==> src/rtl/mem_port_arbiter.sv <==
// Arbitrates a single-ported unified memory between instruction fetch and data access.
// Data wins by default; a starvation counter forces a fetch grant after STARVE_MAX denials.
module mem_port_arbiter #(
    parameter int AW         = 10,
    parameter int DW         = 32,
    parameter int STARVE_MAX = 3
) (
    input  logic          clk,
    input  logic          rst,
    input  logic          halt,
    input  logic          if_req,
    input  logic [AW-1:0] if_addr,
    output logic          if_gnt,
    output logic          if_valid,
    output logic [DW-1:0] if_rdata,
    input  logic          dm_req,
    input  logic          dm_we,
    input  logic [AW-1:0] dm_addr,
    input  logic [DW-1:0] dm_wdata,
    output logic          dm_gnt,
    output logic          dm_valid,
    output logic [DW-1:0] dm_rdata,
    output logic          mem_en,
    output logic          mem_we,
    output logic [AW-1:0] mem_addr,
    output logic [DW-1:0] mem_wdata,
    input  logic [DW-1:0] mem_rdata
);
    localparam int SW = $clog2(STARVE_MAX + 1);

    typedef enum logic [1:0] {IDLE, FETCH, DATA} owner_t;

    owner_t          owner_q, owner_d;
    logic [SW-1:0]   starve_q, starve_d;

    // Grants are suppressed while reset is held so the first decision
    // after release uses the reset-state counter.
    always_comb begin
        if_gnt = 1'b0;
        dm_gnt = 1'b0;
        if (!rst) begin
            if (dm_req && if_req && !halt) begin
                if (starve_q == SW'(STARVE_MAX)) if_gnt = 1'b1;
                else                             dm_gnt = 1'b1;
            end else if (dm_req) begin
                dm_gnt = 1'b1;
            end else if (if_req && !halt) begin
                if_gnt = 1'b1;
            end
        end
    end

    always_comb begin
        mem_en    = 1'b0;
        mem_we    = 1'b0;
        mem_addr  = '0;
        mem_wdata = '0;
        if (if_gnt) begin
            mem_en   = 1'b1;
            mem_addr = if_addr;
        end else if (dm_gnt) begin
            mem_en    = 1'b1;
            mem_we    = dm_we;
            mem_addr  = dm_addr;
            mem_wdata = dm_wdata;
        end
    end

    always_comb begin
        owner_d = IDLE;
        if (if_gnt)      owner_d = FETCH;
        else if (dm_gnt) owner_d = DATA;
    end

    always_comb begin
        starve_d = starve_q;
        if (if_gnt || !if_req || halt) begin
            starve_d = '0;
        end else if (dm_gnt && starve_q != SW'(STARVE_MAX)) begin
            starve_d = starve_q + 1'b1;
        end
    end

    always_ff @(posedge clk or posedge rst) begin
        if (rst) begin
            owner_q  <= IDLE;
            starve_q <= '0;
        end else begin
            owner_q  <= owner_d;
            starve_q <= starve_d;
        end
    end

    // Read data is steered by who owned the port last cycle and zeroed otherwise.
    assign if_valid = (owner_q == FETCH);
    assign dm_valid = (owner_q == DATA);
    assign if_rdata = if_valid ? mem_rdata : '0;
    assign dm_rdata = dm_valid ? mem_rdata : '0;

endmodule
==> config.mk <==
export PLATFORM = sky130hd
export DESIGN_NAME = mem_port_arbiter
export DESIGN_NICKNAME = d
export VERILOG_FILES = /design/src/rtl/mem_port_arbiter.sv
export SDC_FILE = /design/constraint.sdc
export NUM_CORES = 1
export LEC_CHECK = 0
export CAP_MARGIN = 20
export CORE_AREA = 2 2 77 79
export DETAILED_ROUTE_END_ITERATION = 8
export DIE_AREA = 0 0 79 81
export DONT_BUFFER_PORTS = 1
export GPL_ROUTABILITY_DRIVEN = 0
export PLACE_DENSITY = 0.39
export SYNTH_ARGS = -nofsm -noshare
export SYNTH_HDL_FRONTEND = slang
export SYNTH_SLANG_ARGS = --single-unit
==> constraint.sdc <==
create_clock -name clk -period 3.6 [get_ports clk]
set_input_delay 1.08 -clock clk [delete_from_list [all_inputs] [get_ports clk]]
set_output_delay 1.08 -clock clk [all_outputs]
set_load 0.01 [all_outputs]
==> flow_metrics.env <==
export IMPL_max_slew_margin_rel_pct=43.31
export IMPL_io_buffers=0
export IMPL_final_cells=212
export IMPL_cts_resized=0
export IMPL_hold_class="reg2reg"
export IMPL_wl_per_cell_microns=16.98
export IMPL_io_pin_count=202
export IMPL_fin_ws_ps=541.3
export IMPL_leakage_nw=0.4750
export IMPL_antenna_found_initial=0
export IMPL_yosys_cell_types_count=20
export IMPL_fin_crit_ps=3059
export IMPL_syn_to_final_growth_pct=9.259
export IMPL_p_total_mw=0.2227
export IMPL_start_kind="primary input"
export IMPL_synth_top_family_by_area="simple AND/OR/NAND/NOR gates"
export IMPL_cp_arrival_ps=1980
export IMPL_fillCellCount=639
export IMPL_drive_gt1_share_pct=13.87
export IMPL_synthSimpleGateAreaFrac_pct=68.15
export IMPL_die_h_microns=81
export IMPL_synth_fa_ha_area_share_pct=1.235
export IMPL_synthesis_area_sq_mm=0.001013
export IMPL_finClkSkew_ps=0.8333
export IMPL_num_rows=28
export IMPL_holdBufCountCts=0
export IMPL_final_area_sq_mm=0.001107
export IMPL_ys_ff_latch=4
export IMPL_internal_power_mw=0.1468
export IMPL_synth_xor_area_share_pct=0
export IMPL_vias_per_cell=4.613
export IMPL_grt_ovfl_total=0
export IMPL_track_usage_pct=9.274
export IMPL_p_switching_mw=0.07588
export IMPL_finalSetupTns_ps=0
export IMPL_grt_max_degree=45
export IMPL_power_density_mw_per_mm2=201.1
export IMPL_highest_layer="met4"
export IMPL_grt_pass1_wl_microns=4429
export IMPL_met3RoutedLength_microns=484
export IMPL_synthArstFlopShare_pct=100.0
export IMPL_cp_required_ps=2520
export IMPL_place_ws_ps=535.7
export IMPL_num_antenna_cells=0
export IMPL_syn_avg_cell_area_sq_um=7.188
export IMPL_timing_final_crit_share_pct=84.96
export IMPL_setup_worst_path_class="in2out"
export IMPL_ant_nets=0
export IMPL_seqPwrFrac_pct=21.3
export IMPL_place_area_sq_mm=0.001066
export IMPL_drc=0
export IMPL_max_clock_path_buffers=2
export IMPL_grt_pass1_vias=831
export IMPL_die_x_microns=79
export IMPL_vdd_drop_max_mv=0.08644
export IMPL_hold_violations=0
export IMPL_fmax_ghz=0.3269
export IMPL_yosysSeqAreaShare_pct=9.877
export IMPL_num_vias=978
export IMPL_setup_viol=0
export IMPL_hold_ws_ps=526.8
export IMPL_cts_tree="done"
export IMPL_cts_htree_levels=1
export IMPL_ys_flop_type="dfrtp_1"
export IMPL_die_area_sq_mm=0.006399
export IMPL_dpl_hpwl_microns=3236
export IMPL_synthMuxAreaShare_pct=0
export IMPL_post_cts_buffers=0
export IMPL_synth_edf_count=0
export IMPL_rsz0062_at_grt="no"
export IMPL_status="complete, no violations"
export IMPL_clock_latency_ps=220
export IMPL_first_pass_iters=4
export IMPL_start_util_pct=17.86
export IMPL_drt_iter0_drc=4
export IMPL_drt_met1_wl_microns=995
export IMPL_fin_util_pct=19.51
export IMPL_slew_violations=0
export IMPL_root_buffer="clkbuf_8"
export IMPL_cp_max_fo=44
export IMPL_coreArea_sq_mm=0.005675
export IMPL_synth_compound_area_share_pct=12.35
export IMPL_synth_fp_nets=232
export IMPL_yosys_warnings=0
export IMPL_pwr_share_comb_pct=37.0
export IMPL_worst_pin_slew_ps=846.5
export IMPL_dp_cells=209
export IMPL_path_clk_slew_ps=30
export IMPL_cp_end_kind="primary output"
export IMPL_drt_wl_total_microns=3599
export IMPL_fin_nets=230
export IMPL_netlist_instances=141
export IMPL_drv_cap=0
export IMPL_wl_met2_microns=2075
export IMPL_swShare_pct=34.08
export IMPL_power_frac_clock_pct=41.7
export IMPL_clock_sinks=4
export IMPL_cts_buffers=3
cells in the final DEF, fill, tap and decap left out, drive strengths merged:
master | netlist | layout
nand2 | 1 | 1
a21oi | 4 | 4
inv | 1 | 1
nor4b | 1 | 1
ha | 1 | 1
and2 | 97 | 97
dfrtp | 4 | 4
nand3 | 1 | 1
nor2b | 4 | 4
buf | 7 | 4
nor3 | 1 | 1
nor2 | 3 | 3
nand2b | 2 | 2
clkbuf | 4 | 3
a22o | 10 | 10
registers in the layout, indices dropped and copies added, names as in the netlist:
register  count
owner_q       2
starve_q      2
worst max-delay path, stage by stage:
cell     delay, ps
nor2b_2        160
a21oi_4        130
buf_4          330
a22o_1         270
worst paths after layout:
| path | cells past startpoint | start | endpoint | slack (ps) |
|---|---|---|---|---|
| setup reg to reg | 4 | starve_q[0]$_DFFE_PP0P_ | starve_q[0]$_DFFE_PP0P_ | 2400 |
| max in group asynchronous | 1 | rst | owner_q[0]$_DFF_PP0_ | 2800 |
| min in group asynchronous | 1 | rst | starve_q[1]$_DFFE_PP0P_ | 640 |
| hold reg to reg | 2 | starve_q[1]$_DFFE_PP0P_ | starve_q[1]$_DFFE_PP0P_ | 530 |
| setup / recovery | 4 | if_req | mem_addr[0] | 540 |
| hold / removal | 2 | starve_q[1]$_DFFE_PP0P_ | starve_q[1]$_DFFE_PP0P_ | 530 |
power groups by stage:
stage / Clock (mW) / Combinational [mW] / Sequential (mW)
after CTS: 0.0953 / 0.0840 / 0.0474
after global routing: 0.0975 / 0.0908 / 0.0477
after detailed placement: 0 / 0.0838 / 0.0479
final: 0.0928 / 0.0824 / 0.0474
after global placement: 0 / 0.0838 / 0.0479
after floorplan: 0 / 0.0772 / 0.0475
kinds of logic (layout without fill, tap and decap cells):
| family | Yosys count | count (layout) |
|---|---|---|
| adder cells (fa/ha/maj) | 1 | 1 |
| AO/OA/AOI/OAI | 14 | 14 |
| flip-flops | 4 | 4 |
| AND/OR/NAND/NOR | 110 | 110 |
| buffers and inverters | 12 | 8 |
synthesized netlist by cell type, types with 2 or more instances:
library cell	count	area, sq um
a21oi_1	3	15.01
a22o_1	5	43.79
a22o_2	5	50.05
and2_1	97	606.8
buf_2	2	10.01
buf_6	5	56.30
clkbuf_1	4	15.01
dfrtp_1	4	100.1
nor2_1	3	11.26
nor2b_1	2	12.51
nor2b_2	2	17.52
per-layer routing:
metal / up-vias / track usage, %
li1: 435 / -
met1: 419 / 7.928
met2: 120 / 19.75
met3: 4 / 2.667
met4: 0 / 3.621
met5: - / 0
cell type report:
type	count	area, sq um	area share, %
clock buffers	3	41.29	3.729
flip-flops and latches	4	100.1	9.040
repair buffers	4	30.03	2.712
multi-input cells	125	838.3	75.71
well taps	75	93.84	8.475
inverters	1	3.754	0.3390
Power figures use the tool's default switching activity.
